[src/rtl/sim_target_sched.sv]
// Scan-synchronous configuration scheduler for the four-target radar simulator.
// Host writes land in shadow registers; active registers load only at a scan boundary or on immediate request.
`timescale 1ns/1ps
module sim_target_sched #(
  parameter int LT_W       = 8,
  parameter int SCAN_CNT_W = 16
) (
  input  logic                  clk,
  input  logic                  reset,
  input  logic                  wr_en,
  input  logic [3:0]            wr_addr,
  input  logic [31:0]           wr_data,
  output logic                  wr_ready,
  input  logic [11:0]           bear,
  output logic [31:0]           angle,
  output logic [31:0]           angle2,
  output logic [31:0]           angle3,
  output logic [31:0]           angle4,
  output logic [9:0]            range,
  output logic [9:0]            range2,
  output logic [9:0]            range3,
  output logic [9:0]            range4,
  output logic [31:0]           angle_mode,
  output logic [31:0]           range_mode,
  output logic [3:0]            target_enable,
  output logic                  pending,
  output logic                  scan_tick,
  output logic                  commit_done,
  output logic [SCAN_CNT_W-1:0] scan_cnt
);

  typedef enum logic [0:0] {IDLE = 1'b0, COMMIT = 1'b1} state_e;

  localparam logic [31:0]     ANGLE_MASK = 32'h0FFF_0FFF;
  localparam logic [31:0]     MODE_MASK  = 32'h0707_0707;
  localparam logic [LT_W-1:0] LT_ONE     = {{(LT_W-1){1'b0}}, 1'b1};

  state_e                  state_q, state_d;
  logic                    s1_q, s2_q, s3_q;
  logic                    scan_tick_q, scan_tick_d;
  logic                    wr_ready_q, wr_ready_d;
  logic                    pending_q, pending_d;
  logic                    commit_done_q, commit_done_d;
  logic [SCAN_CNT_W-1:0]   scan_cnt_q, scan_cnt_d;
  logic [31:0]             sh_angle_q [4];
  logic [31:0]             sh_angle_d [4];
  logic [9:0]              sh_range_q [4];
  logic [9:0]              sh_range_d [4];
  logic [LT_W-1:0]         sh_lt_q [4];
  logic [LT_W-1:0]         sh_lt_d [4];
  logic [31:0]             sh_amode_q, sh_amode_d, sh_rmode_q, sh_rmode_d;
  logic [3:0]              sh_en_q, sh_en_d;
  logic [31:0]             act_angle_q [4];
  logic [31:0]             act_angle_d [4];
  logic [9:0]              act_range_q [4];
  logic [9:0]              act_range_d [4];
  logic [LT_W-1:0]         lt_q [4];
  logic [LT_W-1:0]         lt_d [4];
  logic [31:0]             act_amode_q, act_amode_d, act_rmode_q, act_rmode_d;
  logic [3:0]              act_en_q, act_en_d;
  logic                    tick_s, wr_fire_s, ctrl_wr_s, go_commit_s;
  logic                    unused_bear_s;

  assign unused_bear_s = ^bear[10:0];

  // Next-state logic: shadow writes, boundary detection, aging, commit.
  always_comb begin
    state_d       = state_q;
    pending_d     = pending_q;
    sh_amode_d    = sh_amode_q;
    sh_rmode_d    = sh_rmode_q;
    sh_en_d       = sh_en_q;
    act_amode_d   = act_amode_q;
    act_rmode_d   = act_rmode_q;
    act_en_d      = act_en_q;
    for (int i = 0; i < 4; i++) begin
      sh_angle_d[i]  = sh_angle_q[i];
      sh_range_d[i]  = sh_range_q[i];
      sh_lt_d[i]     = sh_lt_q[i];
      act_angle_d[i] = act_angle_q[i];
      act_range_d[i] = act_range_q[i];
      lt_d[i]        = lt_q[i];
    end

    tick_s      = s3_q & ~s2_q;
    scan_tick_d = tick_s;
    scan_cnt_d  = scan_cnt_q + {{(SCAN_CNT_W-1){1'b0}}, tick_s};
    wr_fire_s   = wr_en & wr_ready_q;
    ctrl_wr_s   = wr_fire_s && (wr_addr == 4'd11);

    if (wr_fire_s) begin
      case (wr_addr)
        4'd0, 4'd1, 4'd2, 4'd3: sh_angle_d[wr_addr[1:0]] = wr_data & ANGLE_MASK;
        4'd4, 4'd5, 4'd6, 4'd7: sh_range_d[wr_addr[1:0]] = wr_data[9:0];
        4'd8:  sh_amode_d = wr_data & MODE_MASK;
        4'd9:  sh_rmode_d = wr_data & MODE_MASK;
        4'd10: sh_en_d    = wr_data[3:0];
        4'd12: begin
          for (int i = 0; i < 4; i++) sh_lt_d[i] = wr_data[8*i +: LT_W];
        end
        default: begin
        end
      endcase
    end else begin
      sh_en_d = sh_en_q;
    end

    if (ctrl_wr_s && wr_data[0]) begin
      pending_d = 1'b1;
    end else begin
      pending_d = pending_q;
    end

    // A counter reaching zero on a scan boundary retires its target; zero itself means forever.
    if (scan_tick_q) begin
      for (int i = 0; i < 4; i++) begin
        if ((lt_q[i] != '0) && act_en_q[i]) begin
          lt_d[i] = lt_q[i] - LT_ONE;
          if (lt_q[i] == LT_ONE) act_en_d[i] = 1'b0;
        end
      end
    end else begin
      act_en_d = act_en_q;
    end

    go_commit_s = (scan_tick_q && (pending_q || (ctrl_wr_s && wr_data[0]))) ||
                  (ctrl_wr_s && wr_data[1]);

    case (state_q)
      IDLE: begin
        if (go_commit_s) state_d = COMMIT;
        else             state_d = IDLE;
      end
      COMMIT: begin
        state_d     = IDLE;
        pending_d   = 1'b0;
        act_amode_d = sh_amode_q;
        act_rmode_d = sh_rmode_q;
        act_en_d    = sh_en_q;
        for (int i = 0; i < 4; i++) begin
          act_angle_d[i] = sh_angle_q[i];
          act_range_d[i] = sh_range_q[i];
          lt_d[i]        = sh_lt_q[i];
        end
      end
      default: state_d = IDLE;
    endcase

    wr_ready_d    = (state_d == IDLE);
    commit_done_d = (state_q == COMMIT);
  end

  // State and register update with asynchronous clear.
  always_ff @(posedge clk or negedge reset) begin
    if (!reset) begin
      state_q       <= IDLE;
      s1_q          <= 1'b0;
      s2_q          <= 1'b0;
      s3_q          <= 1'b0;
      scan_tick_q   <= 1'b0;
      wr_ready_q    <= 1'b1;
      pending_q     <= 1'b0;
      commit_done_q <= 1'b0;
      scan_cnt_q    <= '0;
      sh_amode_q    <= 32'h0;
      sh_rmode_q    <= 32'h0;
      sh_en_q       <= 4'h0;
      act_amode_q   <= 32'h0;
      act_rmode_q   <= 32'h0;
      act_en_q      <= 4'h0;
      for (int i = 0; i < 4; i++) begin
        sh_angle_q[i]  <= 32'h0;
        sh_range_q[i]  <= 10'h0;
        sh_lt_q[i]     <= '0;
        act_angle_q[i] <= 32'h0;
        act_range_q[i] <= 10'h0;
        lt_q[i]        <= '0;
      end
    end else begin
      state_q       <= state_d;
      s1_q          <= bear[11];
      s2_q          <= s1_q;
      s3_q          <= s2_q;
      scan_tick_q   <= scan_tick_d;
      wr_ready_q    <= wr_ready_d;
      pending_q     <= pending_d;
      commit_done_q <= commit_done_d;
      scan_cnt_q    <= scan_cnt_d;
      sh_amode_q    <= sh_amode_d;
      sh_rmode_q    <= sh_rmode_d;
      sh_en_q       <= sh_en_d;
      act_amode_q   <= act_amode_d;
      act_rmode_q   <= act_rmode_d;
      act_en_q      <= act_en_d;
      for (int i = 0; i < 4; i++) begin
        sh_angle_q[i]  <= sh_angle_d[i];
        sh_range_q[i]  <= sh_range_d[i];
        sh_lt_q[i]     <= sh_lt_d[i];
        act_angle_q[i] <= act_angle_d[i];
        act_range_q[i] <= act_range_d[i];
        lt_q[i]        <= lt_d[i];
      end
    end
  end

  assign wr_ready      = wr_ready_q;
  assign angle         = act_angle_q[0];
  assign angle2        = act_angle_q[1];
  assign angle3        = act_angle_q[2];
  assign angle4        = act_angle_q[3];
  assign range         = act_range_q[0];
  assign range2        = act_range_q[1];
  assign range3        = act_range_q[2];
  assign range4        = act_range_q[3];
  assign angle_mode    = act_amode_q;
  assign range_mode    = act_rmode_q;
  assign target_enable = act_en_q;
  assign pending       = pending_q;
  assign scan_tick     = scan_tick_q;
  assign commit_done   = commit_done_q;
  assign scan_cnt      = scan_cnt_q;

endmodule
[config.mk]
export PLATFORM = sky130hd
export DESIGN_NAME = sim_target_sched
export DESIGN_NICKNAME = d
export VERILOG_FILES = /design/src/rtl/sim_target_sched.sv
export SDC_FILE = /design/constraint.sdc
export NUM_CORES = 1
export LEC_CHECK = 0
export ABC_AREA = 1
export BUFFER_PORTS_ARGS = -buffer_cell sky130_fd_sc_hd__buf_2
export CAP_MARGIN = 20
export CORE_MARGIN = 8
export CORE_UTILIZATION = 59
export DETAILED_ROUTE_END_ITERATION = 6
export PLACE_DENSITY = 0.82
export SLEW_MARGIN = 20
export SYNTH_ARGS = -nofsm -noshare
export SYNTH_HDL_FRONTEND = slang
export SYNTH_SLANG_ARGS = --single-unit
[constraint.sdc]
create_clock -name clk -period 4.6 [get_ports clk]
set_input_delay 0.23 -clock clk [delete_from_list [all_inputs] [get_ports clk]]
set_output_delay 0.23 -clock clk [all_outputs]
set_load 0.02 [all_outputs]
### Word level (Yosys, flattened, before mapping)

Cells that the tools add are included.

* bits of input ports: 51
* logic and storage cells: 139
* output and inout bits: 256
* register bits: 480

* add/subtract/negate cells: 5
* multiplexer cells: 26
* magnitude comparators: 2
* bitwise gates (word level): 6
* reduce and logical (&&, ||, !) cells: 42
* equality and inequality tests: 16

Operators with widths (count)
* $bwmux 128: 1
* $mux 32: 3
* $demux 32 s2: 1
* $bwmux 40: 1
* $eq 8x1->1 const B: 4
* $mux 8: 4
* $reduce_bool 8->1: 4
* $sub 8x1->8 const B: 4
* $demux 10 s2: 1
* $eq 4x4->1 const B: 5
* $reduce_and 2->1: 10
* $reduce_bool 2->1: 10
* $add 16x1->16: 1
* $eq 4x3->1 const B: 4
* $reduce_and 3->1: 4
* $mux 1: 11
* $mux 10: 1
* $logic_and 1x1->1: 9
* $eq 4x2->1 const B: 2
* $mux 4: 2
* $reduce_or 4->1: 2
* $eq 4x1->1 const B: 1
* $logic_not 4->1: 1
* $ge 3x3->1 const B: 1
* 6 further kinds: 10

### Depth between registers and ports, before layout

* depth in word-level cells: 9
* mapped depth: 10
* depth with buffers taken out: 10

### Worst setup path after synthesis

Ideal clock, no wire load.

* kind: register to register
* start point: register s2_q
* end point: register scan_cnt_q[14] (netlist: scan_cnt[14])
* path slack: 3061 ps
* arrival time: 1417 ps
* cell stages (with the launch flop): 8
* buffers on the path: 0
* period minus slack after synthesis: 1539 ps
* data required time: 4477 ps
* library setup time: 123 ps
* cell sequence: dfrtp_1 -> nor2_1 -> ha_1 -> ha_1 -> nand2_1 -> nor3b_1 -> nand3_1 -> xor2_1

* longest elaborated chain between the ends: 3

Ends and longest elaborated chain
* start, declared: line 39 `logic s1_q, s2_q, s3_q;`
* start signal, assigned: line 182 `s2_q <= s1_q;`
* $not 1->1: line 85 `tick_s = s3_q & ~s2_q;`
* $and 1x1->1: line 85
* net scan_tick_d: line 40 `logic scan_tick_q, scan_tick_d;`
* $add 16x1->16: line 87 `scan_cnt_d = scan_cnt_q + {{(SCAN_CNT_W-1){1'b0}}, tick_s};`
* net scan_cnt_d[14]: line 44 `logic [SCAN_CNT_W-1:0] scan_cnt_q, scan_cnt_d;`
* end signal, assigned: line 188 `scan_cnt_q <= scan_cnt_d;`
* end, declared: line 44

The timed path passes the listed nets, and every way through them passes these cells.
A chain may end at the register's enable or synchronous reset.

### Worst setup path in the final report

* start point: register wr_ready_q (netlist: wr_ready)
* end point: register sh_angle_q[18] (netlist name)

* longest elaborated chain between the ends: 2

Ends and longest elaborated chain
* start, declared: line 41 `logic wr_ready_q, wr_ready_d;`
* start signal, assigned: line 185 `wr_ready_q <= wr_ready_d;`
* $and 1x1->1: line 88 `wr_fire_s = wr_en & wr_ready_q;`
* $reduce_and 2->1 (no line)
* end signal, assigned by index: line 196 `sh_angle_q[i] <= sh_angle_d[i];`
* end, declared: line 45 `logic [31:0] sh_angle_q [4];`

No other way between the ends.

==> results.toml <==
[worst_setup_path]
critPathMaxStageDelay_ns = 0.81
cp.required_ns = 5.01
crit_slowest_cell = "nand3_2"
rrSetupSlack_ns = 2.33
path_class = "reg2reg"
worstPathArrival_ns = 2.68
rr_startpoint = "wr_ready$_DFF_PN1_"
r2r-end = "sh_angle_q[18]$_DFFE_PN0P_"
cp_max_fo = 48
path_cells = "nand2_1 > inv_2 > nand3_2 > o21ai_0"
cp-end-kind = "flip-flop"
r2r_cells = 4
start_kind = "flip-flop"

[grt]
grt_pass1_vias = 13600
grt_pass1_wl_microns = 71600
grt.total_usage_pct = 25.1
antenna_found_initial = 0
overflow = 0
grt_max_degree = 216

[clocking]
cts_setup_buffers = 0
cts_tree = "done"
cts_sinks = 416
root_buffer = "clkbuf_16"
clkTransAtPathRegs_ns = 0.06
cts_max_level = 2
ctsLongestPathBuffers = 3
cts_buffers = 43
clk_latency_ns = 0.54

[die]
initial_core_util_pct = 59.8
die_w_microns = 186
dieArea_sq_um = 34700
core_area_sq_um = 28600
pin_count = 307
num_rows = 62
die_y_microns = 186

[sta]
fmax_mhz = 441
hold_viol = 0
final-max-slew-violation-count = 0
timing.hold.ws_ns = 0.0683
setup_violations = 0
tns_ns = 0
finalCritPeriodShare_pct = 49.3
worstMarginPinSlew_ns = 1.01
period_needed_ns = 2.27
skew_ns = 0.0144
relSlewSlack_pct = 32.3
rsz0062_at_grt = "no"

[yosys]
synth_top_area_share_pct = 60.6
ys_ff_latch = 416
yosysTopAreaCell = "dfrtp_1"
synth_area_leaders = "dfrtp_1, nand2_1, o21ai_0"
yosysWarningCount = 0
syn_area_sq_um = 17100
synth-seq-area-share_pct = 60.8
synth_fa_ha_area_share_pct = 1.02
synth-simple-area-share_pct = 23.0
synthMuxAreaShare_pct = 0
synth-xor-area-share_pct = 0.818
synth_top_family_by_area = "simple AND/OR/NAND/NOR gates"
synth_compound_area_share_pct = 7.01
synthCells = 1924
syn_area_per_cell_sq_um = 8.90
yosys.cell_types.count = 32

[min_path]
hold_path_end = "sh_angle_q[117]$_DFFE_PN0P_"
hold_class = "in2reg"
hold_start = "wr_data[21]"
holdPathStages = 3

[run]
maxCapViolCount = 0

[detailed_routing]
first_iter_violations = 1163
vias = 13500
postRouteAntennaNets = 0
drcViolationCount = 0
totalWireLength_microns = 44100
first_pass_iters = 6
wl_per_cell_microns = 17.3
viasPerCell = 5.30

[placement]
dp.final_hpwl_microns = 27600
io_buffers = 223
routabilityCongestion = 0.868

[power_and_ir_drop]
p_leak_nw = 10.8
ir_worst_vdd_mv = 0.464
powerDensity_nw_per_um2 = 682

[status]
outcome = "finished, final reports clean"

[layout]
layout-drive-gt1-share_pct = 15.3
area_delta_synth_final_pct = 16.1
diodes = 0
nets = 2189
[routing by layer]
metal  vias up  global-route usage (%)  share of wire (%)
met3        95                    6.39                8.7
met5         -                       0                  0
met4         0                    8.41                3.0
met2       556                    40.6                 47
li1       6279                       -                  -
met1      6543                    32.9                 41
[worst max path at each step]
stage | slack [ns] | endpoint | from
global placement | 2.50 | sh_angle_q[5]$_DFFE_PN0P_ | wr_ready$_DFF_PN1_
CTS | 2.35 | sh_angle_q[18]$_DFFE_PN0P_ | wr_ready$_DFF_PN1_
global route | 2.17 | sh_angle_q[9]$_DFFE_PN0P_ | wr_ready$_DFF_PN1_
detailed placement | 2.40 | sh_angle_q[26]$_DFFE_PN0P_ | wr_ready$_DFF_PN1_
floorplan | 3.06 | scan_cnt[14]$_DFF_PN0_ | s2_q$_DFF_PN0_
finish | 2.33 | sh_angle_q[18]$_DFFE_PN0P_ | wr_ready$_DFF_PN1_
[synthesized netlist by cell type]
master and count:
nor2_1 49, ha_1 14, buf_4 76, nand2_2 2
o21ai_0 175, o21ai_1 52, nor3_2 1, nor3_1 8
a21oi_1 4, xor2_1 9, dfstp_2 1, inv_2 3
nand2_1 848, or2_2 1, nand4_2 1, nor3b_1 1
buf_1 10, buf_2 40, o21bai_1 1, nor2_4 3
inv_1 81, conb_1 1, o21bai_4 2, nand3b_1 2
clkbuf_2 2, nand3_1 70, dfrtp_1 415, clkbuf_1 31
nor2_2 5, nand4_1 8, xnor2_1 7, buf_6 1
[registers in the layout (all words and copies together), names as in the netlist, 4 cells and up]
name / count
sh_angle_q: 96
sh_range_q: 40
lt_q: 32
sh_lt_q: 32
angle2: 24
angle3: 24
angle4: 24
angle: 24
scan_cnt: 16
angle_mode: 12
range_mode: 12
sh_amode_q: 12
sh_rmode_q: 12
range2: 10
range3: 10
range4: 10
range: 10
sh_en_q: 4
target_enable: 4
[worst max-delay path, delay by kind of cell (launching register included)]
| family | cells | cell delay (ns) |
|---|---|---|
| flops | 1 | 0.52 |
| buf+inv | 1 | 0.18 |
| compound gates | 1 | 0.54 |
| simple gates | 2 | 0.91 |
[cells in the final DEF, fill, tap and decap left out, types with 4 or more instances in the layout]
cell           netlist  layout
o21ai_0            175     175
conb_1               1      72
nor2_2               5       5
dfrtp_1            415     414
clkbuf_16            0      43
bufinv_16            0       8
nand3_2              0       4
nor2_1              49      49
dlygate4sd3_1        0      12
o21ai_1             52      52
buf_2               40     222
nor3_1               8       8
clkbuf_8             0      11
clkbuf_1            31       4
xnor2_1              7       7
xor2_1               9       9
nand4_1              8       8
nand3_1             70      66
a21oi_1              4       4
inv_1               81      81
clkinv_2             0       7
buf_4               76       6
nand2_1            848     848
ha_1                14      14
[layout make-up]
cell class,count,area [sq um]
tap,384,480
timing repair buffer,244,1350
sequential,416,10400
fill,2217,8740
clock inverter,20,330
multi-input combinational,1335,5740
inverter,84,320
clock buffer,58,1240
[where the power goes]
part / switching [W] / total [W] / internal [W] / leakage, nW
combinational: 0.00272 / 0.00401 / 0.00129 / 4.71
sequential: 0.000832 / 0.00573 / 0.00490 / 5.36
clock: 0.00145 / 0.00381 / 0.00236 / 0.775
total: 0.00501 / 0.0136 / 0.00854 / 10.8
[per-stage QoR]
step           instance area [sq um]  total power (W)  util (%)  worst slack, ns  std cells
2_1_floorplan                  17400          0.00825         -             3.06       1995
3_3_place_gp                   18200          0.00956      63.5             2.50       2451
3_5_place_dp                   18200          0.00975      63.5             2.40       2451
4_1_cts                        19900           0.0136      69.5             2.35       2541
5_1_grt                        19900           0.0143      69.5             2.17       2541
6_report                       19900           0.0136      69.5             2.33       2541
[what timing repair did]
action,4_1_cts,5_1_grt
endpoints found under the hold margin,108,0
resized for setup,0,0
hold buffers,12,0
[cells by family (layout without fill, tap and decap cells)]
logic type | after synthesis | after routing
simple gates | 999 | 999
flops | 416 | 416
buf+inv | 244 | 406
compound gates | 234 | 234
xor+xnor | 16 | 16
fa+ha+maj | 14 | 14
other cells | 1 | 72
(Power assumes the default switching activity.)
